### config.mk
export PLATFORM = sky130hd
export DESIGN_NAME = vc_drop_unit
export DESIGN_NICKNAME = d
export VERILOG_FILES = /design/src/rtl/vc_drop_unit.sv
export SDC_FILE = /design/constraint.sdc
export NUM_CORES = 1
export LEC_CHECK = 0
export ABC_AREA = 1
export BUFFER_PORTS_ARGS = -buffer_cell sky130_fd_sc_hd__buf_4
export CAP_MARGIN = 20
export CORE_UTILIZATION = 35
export DETAILED_ROUTE_END_ITERATION = 16
export GPL_TIMING_DRIVEN = 0
export PLACE_DENSITY = 0.76
export SYNTH_ARGS = -nofsm -noshare
export SYNTH_HDL_FRONTEND = slang
export SYNTH_SLANG_ARGS = --single-unit
### constraint.sdc
create_clock -name clk -period 2.2 [get_ports clk]
set_input_delay 0.33 -clock clk [delete_from_list [all_inputs] [get_ports clk]]
set_output_delay 0.33 -clock clk [all_outputs]
set_load 0.005 [all_outputs]
### src/rtl/vc_drop_unit.sv
// Memory-response drop unit: after a pipeline squash it silently consumes the responses of
// requests already in flight. Optional drop statistics counter enabled by VC_DROP_UNIT_STATS_EN.
module vc_drop_unit #(
  parameter int p_msg_nbits = 32,
  parameter int p_max_out   = 4
) (
  input  logic                       clk,
  input  logic                       reset,
  input  logic                       domain,
  input  logic                       req_issue,
  output logic                       req_rdy,
  input  logic                       squash,
  input  logic                       in_resp_val,
  output logic                       in_resp_rdy,
  input  logic [p_msg_nbits-1:0]     in_resp_msg,
  output logic                       out_resp_val,
  input  logic                       out_resp_rdy,
  output logic [p_msg_nbits-1:0]     out_resp_msg,
  output logic [$clog2(p_max_out):0] num_out
`ifdef VC_DROP_UNIT_STATS_EN
  ,
  output logic [15:0]                num_dropped
`endif
);

  localparam int CW = $clog2(p_max_out) + 1;
  localparam logic [CW-1:0] MAX_OUT = CW'(p_max_out);
  localparam logic [CW-1:0] ONE     = CW'(1);

  typedef enum logic {PASS, DROP} state_e;

  state_e        state_q, state_d;
  logic [CW-1:0] out_q, out_d;
  logic [CW-1:0] drop_q, drop_d;
  logic          issue_ok;
  logic          accept;
  logic          acc_ok;
  logic [CW-1:0] issue_inc;
  logic [CW-1:0] acc_dec;

  // The domain input is a security label for the information-flow checker; no logic depends on it.
  logic unused_domain;
  assign unused_domain = domain;

  always_ff @(posedge clk or posedge reset) begin
    if (reset) begin
      state_q <= PASS;
      out_q   <= '0;
      drop_q  <= '0;
    end else begin
      state_q <= state_d;
      out_q   <= out_d;
      drop_q  <= drop_d;
    end
  end

  always_comb begin
    state_d      = state_q;
    out_d        = out_q;
    drop_d       = drop_q;
    req_rdy      = (out_q < MAX_OUT);
    out_resp_val = in_resp_val;
    in_resp_rdy  = out_resp_rdy;
    out_resp_msg = in_resp_msg;

    if (state_q == DROP) begin
      out_resp_val = 1'b0;
      in_resp_rdy  = 1'b1;
      out_resp_msg = '0;
    end

    issue_ok  = req_issue && req_rdy;
    accept    = in_resp_val && in_resp_rdy;
    // A response with nothing outstanding is a protocol error and must not underflow the counts.
    acc_ok    = accept && (out_q != '0);
    issue_inc = {{(CW-1){1'b0}}, issue_ok};
    acc_dec   = {{(CW-1){1'b0}}, acc_ok};

    out_d = out_q + issue_inc - acc_dec;

    // A squash drops everything older than this cycle; a same-cycle issue is on the new path.
    if (squash) begin
      drop_d = out_q - acc_dec;
    end else if ((state_q == DROP) && acc_ok) begin
      drop_d = drop_q - ONE;
    end

    state_d = (drop_d != '0) ? DROP : PASS;
  end

  assign num_out = out_q;

`ifdef VC_DROP_UNIT_STATS_EN
  logic [15:0] dropped_q;

  always_ff @(posedge clk or posedge reset) begin
    if (reset) begin
      dropped_q <= '0;
    end else if ((state_q == DROP) && acc_ok && (dropped_q != 16'hFFFF)) begin
      dropped_q <= dropped_q + 16'd1;
    end
  end

  assign num_dropped = dropped_q;
`endif

endmodule

== Word level (Yosys, flattened, before mapping) ==
Index checks and enable logic that the tools add are counted.
Cells by class
  add/sub/neg operators: 4
  $lt $le $gt $ge: 1
  multiplexer cells: 6
  reductions and logical operators: 6
Operators by type and width (number)
  two-way mux 32 bit: 1
  two-way mux 3 bit: 2
  nonzero test 3 bit: 2
  subtractor 3 x 1 -> 3 bit: 2
  logical AND 1 bit: 4
  adder 3 x 1 -> 3 bit: 1
  < comparator 3 bit, second input constant: 1
  two-way mux 1 bit: 3
  subtractor 3 x 1 -> 3 bit, second input constant: 1
Storage, ports and cells
  bits in registers: 7
  input bits: 39
  output and inout bits: 38
  logic and storage cells: 20

== Logic depth before layout (Yosys ltp) ==
Gate-level depths: netlist of the first run.
  depth in word-level cells: 8
  depth in mapped cells: 10
  mapped depth without buffers: 10

== Worst setup path after synthesis of the first run ==
No wires, ideal clock.
  kind: flip-flop to flip-flop
  start point: register out_q[2], in the netlist num_out[2]
  end point: register out_q[2], in the netlist num_out[2]
  library setup time: 0.129 ns
  data arrival time: 1.749 ns
  data required time: 2.071 ns
  path slack: 0.323 ns
  cell stages (with the launch flop): 11
  buffers on the path: 0
  period minus slack after synthesis: 1.877 ns
  cells stage by stage: dfrtp_1 -> nor2_2 -> nand2_4 -> nand2_1 -> inv_2 -> nand2_1 -> nand2_1 -> ha_1 -> fa_1 -> xnor2_1 -> xor2_1
Between the ends
  word-level cells in the longest chain between the ends: 4
  elaborated cells between the ends (all ways): 6
  those cells by class: 2 x add/sub; 1 x order compare; 3 x reduce/logical
Ends and longest elaborated chain
  start: declaration: RTL line 33  | logic [CW-1:0] out_q, out_d;
  start signal: assignment: RTL line 52  | out_q <= out_d;
  < comparator 3 bit: RTL line 61  | req_rdy = (out_q < MAX_OUT);
  logical AND 1 bit: RTL line 72  | issue_ok = req_issue && req_rdy;
  adder 3 x 1 -> 3 bit: RTL line 79  | out_d = out_q + issue_inc - acc_dec;
  subtractor 3 x 1 -> 3 bit (*): RTL line 79
  net out_d[2]: RTL line 33
The timed path passes the listed nets; every way through them passes the cells marked *.

== Final worst setup path of the first run ==
Ends and elaborated chain as after synthesis.

==> results.txt, run 1 <==
----------------------------------------------------
[Timing]
  Worst-margin pin slew ... 247 ps
  Post-route minimum period ... 1970 ps
  Largest clock skew in the final design ... 0.871 ps
  Setup repair after global routing missed its margin ... no
  Worst hold slack ... 6.49 ps
  Count of endpoints failing setup in the final report ... 0
  Final Max Slew Viols ... 0
  Final sum of negative setup slack ... 0 ps
  Part of the cycle the worst path needs ... 89.6%
  Highest Clock Rate ... 507 MHz
  Worst-case headroom to the max-slew limit ... 83.5%
  Final Hold Vio Count ... 0

[Yosys]
  Count of distinct cell types in the synthesized netlist ... 20
  Number of warnings issued by yosys ... 0
  Syn Area/Cell ... 5.95 um2
  Post-synthesis sequential element count ... 7
  Netlist Area Pre-Place ... 773 um2
  Register area share after synthesis ... 22.7%
  Post-synthesis instance total ... 130
  Net Count, Synth ... 174

[Routing]
  Total routed wirelength ... 2.31 mm
  Number of vias per cell ... 4.09
  Number of violations reported at the end of detailed-routing iteration 0 ... 15
  Pre-Repair DR Iteration Count ... 4
  Routed vias ... 965
  Number of nets with antenna violations after detailed routing ... 0
  Mean routed wirelength per cell ... 9.80 um
  DRC viols ... 0

[Critical path]
  Startpoint of the worst-slack reg-to-reg timing path ... num_out[2]
  Critical Setup Path Class ... register to register
  Chain of cells forming the critical path ... nor2_2 -> nand2_4 -> nand2_1 -> inv_2 -> nand2_1 -> nand2_1 -> ha_1 -> fa_1 -> xnor2_1 -> xor2_1
  Worst reg-to-reg path cell count ... 10
  Crit start category ... register
  Critical Path RT ... 2370 ps
  Flop-to-flop setup slack ... 230 ps
  Top cell by count, worst path ... sky130_fd_sc_hd__nand2_1
  Longest individual stage delay on the worst path ... 430 ps
  Endpoint of the worst register-to-register path ... num_out[2]
  Largest fanout on the critical path ... 5
  Critical-path top delay cell ... sky130_fd_sc_hd__dfrtp_1
  Arrival time at the worst endpoint ... 2140 ps
  Crit path capture type ... register

[Pwr]
  Maximum vdd ir drop ... 0.000857 V
  Clock network power share ... 8.0%
  Net Sw Frac ... 44.3%
  Sequential Power Share ... 18.8%
  Leakage ... 0.000920 uW
  Net Sw Power ... 624 uW
  Cell internal power dissipation ... 786 uW
  Total power divided by cell area ... 1010 nW/um2
  Combinational share of power ... 73.3%

[Clock tree]
  Clk buf depth ... 2
  Clock tree root buffer cell ... sky130_fd_sc_hd__clkbuf_4
  Number of levels in the clock H-tree ... 1
  TritonCTS clock tree ... done
  Number of buffers inserted by hold repair at cts ... 0
  Clock latency on the worst-skew pair ... 250 ps
  Inserted Clock Buffers ... 3
  Clk sink count ... 7
  Clock-pin transition on the worst setup and hold timing paths ... 50 ps
  Post CTS Setup Buffer Count ... 0
  Quantity of gates resized following cts ... 0

[GRT]
  Combined global-route utilization of all metal layers ... 20.8%
  Grt total ovfl ... 0
  Initial antenna violation count ... 0
  Global-route track usage on met3 ... 5.30%
  Largest net degree at the start of global routing ... 11
  Met2 track demand over resource ... 35.4%
  Wire length of the first global-routing pass ... 3.88 mm
  Via count of the first global-routing pass ... 926
  Global-route met1 utilization ... 24.3%
  Gr busiest metal ... met2

[Floorplanning]
  Die outline area ... 2400 um2
  Die Ht ... 49 um
  Standard cell core area ... 2020 um2
  Number of standard-cell rows in the floorplan ... 16
  Effective utilization at floorplan ... 38.2%
  IO Pins ... 77
  Width of the chip ... 49 um

[Finish]
  Area of combinational cells with multiple inputs ... 398 um2
  Ant diodes ... 0
  Count of nets after finishing ... 254
  Sequential standard cell area ... 175 um2
  Area Overhead vs Synth ... 80.6%
  FILL cells ... 166
  Share of cells above drive strength 1 ... 44.5%

[Placement]
  Half-perimeter wire length after placement ... 2.05 mm
  Port-buffer cells ... 75
  Gpl congestion ... 0.764

[Worst hold path]
  Class of the most critical hold timing path ... input pin to async pin

[Run]
  Max capacitance violation total ... 0

[Outcome]
  Run status ... finished, final reports clean

----------------------------------------------------
registers in the layout, indices dropped and copies added, names as in the netlist:
register  count
num_out       3
state_q       1
drop_q        3
through the flow:
step           std cells  power (uW)  setup slack [ps]  area (um2)  utilization [%]
4_1_cts              236        1430               207        1400             69.1
3_3_place_gp         232        1270               196        1370             67.8
3_5_place_dp         232        1310               155        1370             67.8
5_1_grt              236        1550              53.8        1400             69.1
2_1_floorplan        130         840               323         773                -
6_report             236        1410               228        1400             69.1
cells in the final DEF, fill, tap and decap left out, types with 2 or more instances in the layout:
cell type / instances
sky130_fd_sc_hd__nor2_1: 35
sky130_fd_sc_hd__inv_1: 45
sky130_fd_sc_hd__ha_1: 4
sky130_fd_sc_hd__buf_2: 4
sky130_fd_sc_hd__inv_2: 3
sky130_fd_sc_hd__dfrtp_1: 7
sky130_fd_sc_hd__buf_4: 75
sky130_fd_sc_hd__nand3_1: 4
sky130_fd_sc_hd__nand2_2: 2
sky130_fd_sc_hd__clkbuf_4: 3
sky130_fd_sc_hd__nand4_1: 3
sky130_fd_sc_hd__nand2_1: 13
kinds of logic after synthesis:
family / Yosys count / synth area share [%]
AND/OR/NAND/NOR: 63 / 38.0
flip-flops: 7 / 22.7
adder cells (fa/ha/maj): 5 / 9.06
buffers and inverters: 52 / 25.9
XOR/XNOR: 2 / 2.27
AO/OA/AOI/OAI: 1 / 2.10
cell usage after synthesis:
cell                      instances  area share (%)
sky130_fd_sc_hd__nand2_2          2             1.6
sky130_fd_sc_hd__fa_1             1             2.6
sky130_fd_sc_hd__nor2_2           1            0.81
sky130_fd_sc_hd__dfrtp_1          7              23
sky130_fd_sc_hd__nand3_4          1             2.3
sky130_fd_sc_hd__nand3_1          4             2.6
sky130_fd_sc_hd__a21oi_4          1             2.1
sky130_fd_sc_hd__ha_1             4             6.5
sky130_fd_sc_hd__buf_2            4             2.6
sky130_fd_sc_hd__nor2_4           1             1.5
sky130_fd_sc_hd__inv_1           45              22
sky130_fd_sc_hd__nand3_2          1             1.3
sky130_fd_sc_hd__inv_2            3             1.5
sky130_fd_sc_hd__nand2_4          1             1.5
sky130_fd_sc_hd__xor2_1           1             1.1
sky130_fd_sc_hd__or2_1            1            0.81
sky130_fd_sc_hd__nand2_1         13             6.3
sky130_fd_sc_hd__nor2_1          35              17
sky130_fd_sc_hd__xnor2_1          1             1.1
sky130_fd_sc_hd__nand4_1          3             2.4
layout make-up:
type                    instances  share of cell area, %
clock buffers                   4                   1.88
plain buffers                   4                   1.43
flip-flops and latches          7                   12.5
inverters                      48                   12.9
well taps                      27                   2.42
multi-input cells              71                   28.5
repair buffers                 75                   40.3
worst max-delay path: cells and delay by family (launching register included):
kind                       cells  cell delay [ps]
adders and majority gates      2              550
and+or+nand+nor                5              520
DFF                            1              430
xor gates and xnor gates       2              340
buffers and inverters          1               40
worst max-delay path by stage:
| stage | startpoint | end | slack, ps | depth (start not counted) |
|---|---|---|---|---|
| 2_1_floorplan | num_out[2] | num_out[2] | 320 | 10 |
| 3_5_place_dp | out_resp_rdy | num_out[2] | 150 | 11 |
| 6_report | num_out[2] | num_out[2] | 230 | 10 |
| 5_1_grt | state_q | num_out[2] | 50 | 10 |
| 3_3_place_gp | out_resp_rdy | num_out[2] | 200 | 11 |
| 4_1_cts | num_out[2] | num_out[2] | 210 | 10 |
metal layers:
layer	wire length [um]	vias to the layer above
li1	-	512
met4	10	0
met3	178	2
met2	1130	41
met1	989	410
met5	0	-
power groups by stage:
| stage | sequential [uW] | clock [uW] | combinational, uW |
|---|---|---|---|
| 2_1_floorplan | 255 | 0 | 585 |
| 3_3_place_gp | 261 | 0 | 1010 |
| 3_5_place_dp | 266 | 0 | 1040 |
| 4_1_cts | 264 | 119 | 1040 |
| 5_1_grt | 273 | 124 | 1160 |
| 6_report | 265 | 112 | 1030 |
Power figures use the tool's default switching activity.
==> run 2, diff against run 1 <==
--- a/config.mk
+++ b/config.mk
@@ -7,11 +7,12 @@
 export LEC_CHECK = 0
 export ABC_AREA = 1
 export BUFFER_PORTS_ARGS = -buffer_cell sky130_fd_sc_hd__buf_4
-export CAP_MARGIN = 20
-export CORE_UTILIZATION = 35
+export CAP_MARGIN = 10
+export CORE_UTILIZATION = 37
+export CTS_BUF_LIST = sky130_fd_sc_hd__clkbuf_4
 export DETAILED_ROUTE_END_ITERATION = 16
 export GPL_TIMING_DRIVEN = 0
-export PLACE_DENSITY = 0.76
+export PLACE_DENSITY = 0.8
 export SYNTH_ARGS = -nofsm -noshare
 export SYNTH_HDL_FRONTEND = slang
 export SYNTH_SLANG_ARGS = --single-unit
==> results.txt, run 2 (same netlist as run 1, synthesis figures left out) <==
----------------------------------------------------
[Timing]
  Count of endpoints failing setup in the final report ... 0
  Largest clock skew in the final design ... 2.73 ps
  Final Hold Vio Count ... 0
  Worst-case headroom to the max-slew limit ... 83.2%
  Worst-margin pin slew ... 251 ps
  Final sum of negative setup slack ... 0 ps
  Final Max Slew Viols ... 0
  Part of the cycle the worst path needs ... 89.9%
  Setup repair after global routing missed its margin ... no
  Post-route minimum period ... 1980 ps
  Worst hold slack ... 10.9 ps
  Highest Clock Rate ... 506 MHz
  Post-layout worst setup margin ... 223 ps

[Critical path]
  Crit path capture type ... register
  Flop-to-flop setup slack ... 220 ps
  Critical Path RT ... 2370 ps
  Arrival time at the worst endpoint ... 2140 ps
  Startpoint of the worst-slack reg-to-reg timing path ... num_out[2]
  Endpoint of the worst register-to-register path ... num_out[2]
  Origin of the worst setup path ... num_out[2]
  Critical Setup Path Class ... register to register
  Endpoint of the worst setup timing path ... num_out[2]
  Crit start category ... register
  Largest fanout on the critical path ... 5
  Worst reg-to-reg path cell count ... 10

[Pwr]
  Total power divided by cell area ... 1010 nW/um2
  Leakage ... 0.000924 uW
  Combinational share of power ... 72.6%
  Sequential Power Share ... 18.8%
  Clock network power share ... 8.7%
  Maximum vdd ir drop ... 0.000716 V
  Cell internal power dissipation ... 794 uW
  Net Sw Power ... 613 uW
  Net Sw Frac ... 43.6%

[Finish]
  Share of cells above drive strength 1 ... 45.0%
  Final core occ ... 71.4%
  Ant diodes ... 0
  Area Overhead vs Synth ... 81.1%
  Most frequent cells in the layout ... sky130_fd_sc_hd__buf_4 (75), sky130_fd_sc_hd__inv_1 (45), sky130_fd_sc_hd__nor2_1 (35)
  Leading cell type in the layout, fill and taps excluded ... sky130_fd_sc_hd__buf_4
  Post-route cell area ... 1400 um2
  FILL cells ... 173
  Count of nets after finishing ... 254

[GRT]
  Grt total ovfl ... 0
  Combined global-route utilization of all metal layers ... 17.1%
  Initial antenna violation count ... 0
  Largest net degree at the start of global routing ... 11
  Wire length of the first global-routing pass ... 2.82 mm
  Via count of the first global-routing pass ... 751

[Clock tree]
  Number of levels in the clock H-tree ... 1
  Inserted Clock Buffers ... 3
  Clock-pin transition on the worst setup and hold timing paths ... 50 ps
  Quantity of gates resized following cts ... 0
  TritonCTS clock tree ... done
  Clk sink count ... 7
  Post CTS Setup Buffer Count ... 0
  Clock tree root buffer cell ... sky130_fd_sc_hd__clkbuf_4
  Number of buffers inserted by hold repair at cts ... 0
  Clk buf depth ... 2
  Clock latency on the worst-skew pair ... 240 ps

[Floorplanning]
  Effective utilization at floorplan ... 39.4%
  IO Pins ... 77
  Die Ht ... 47.7 um
  Die outline area ... 2280 um2
  Number of standard-cell rows in the floorplan ... 16
  Standard cell core area ... 1960 um2
  Width of the chip ... 47.7 um

[Placement]
  Gpl congestion ... 0.756
  Pre-CTS setup slack ... 170 ps
  Post-Place Cell Area ... 1370 um2
  Port-buffer cells ... 75
  Half-perimeter wire length after placement ... 1.91 mm

[Routing]
  Pre-Repair DR Iteration Count ... 4
  Total routed wirelength ... 2.14 mm
  Routed vias ... 974
  Mean routed wirelength per cell ... 9.07 um
  Number of vias per cell ... 4.13
  Number of nets with antenna violations after detailed routing ... 0
  Number of violations reported at the end of detailed-routing iteration 0 ... 9
  DRC viols ... 0

[Worst hold path]
  Class of the most critical hold timing path ... input pin to async pin

[Run]
  Max capacitance violation total ... 0

[Outcome]
  Run status ... finished, final reports clean

----------------------------------------------------
## run 2: cell counts in the layout (fill, tap and decap cells not counted)
Identical to the previous run, type by type.
## run 2: worst max-delay path, cell delays in order, from the launching register on
cell	delay, ps
sky130_fd_sc_hd__dfrtp_1	430
sky130_fd_sc_hd__nor2_2	170
sky130_fd_sc_hd__nand2_4	90
sky130_fd_sc_hd__nand2_1	110
sky130_fd_sc_hd__inv_2	50
sky130_fd_sc_hd__nand2_1	90
sky130_fd_sc_hd__nand2_1	70
sky130_fd_sc_hd__ha_1	180
sky130_fd_sc_hd__fa_1	370
sky130_fd_sc_hd__xnor2_1	180
sky130_fd_sc_hd__xor2_1	160
## run 2: stage by stage
step,power [uW],cells
3_3_place_gp,1260,232
2_1_floorplan,840,130
6_report,1410,236
5_1_grt,1570,236
4_1_cts,1430,236
3_5_place_dp,1290,232
## run 2: layer usage
metal / GRT usage [%] / routed length, um / vias to the layer above / share of wire [%]
li1: - / - / 516 / -
met1: 18.5 / 779 / 420 / 36
met2: 34.1 / 1180 / 36 / 55
met3: 0.755 / 166 / 2 / 7.8
met4: 6.67 / 18 / 0 / 0.84
met5: 0 / 0 / - / 0
## run 2: area by class of cell
type | instances | area, um2 | share of cell area (%)
multi-input combinational | 71 | 398 | 28.4
timing repair buffer | 75 | 563 | 40.2
sequential | 7 | 175 | 12.5
inverter | 48 | 180 | 12.9
buffer | 4 | 20.0 | 1.43
tap | 27 | 33.8 | 2.41
clock buffer | 4 | 30.0 | 2.14
## run 2: power by group through the flow
stage | combinational (uW) | sequential [uW] | clock [uW]
floorplan | 585 | 255 | 0
global placement | 998 | 260 | 0
detailed placement | 1030 | 265 | 0
CTS | 1030 | 263 | 129
global route | 1160 | 274 | 133
finish | 1020 | 264 | 122
## run 2: how the worst min path moves through the flow
stage | startpoint | endpoint | slack (ps) | cells after the start
2_1_floorplan | reset | drop_q[0] | 130 | 1
4_1_cts | reset | num_out[2] | 10 | 2
6_report | reset | num_out[2] | 10 | 2
3_3_place_gp | reset | state_q | 270 | 2
3_5_place_dp | reset | num_out[2] | 280 | 2
5_1_grt | reset | num_out[2] | 30 | 2
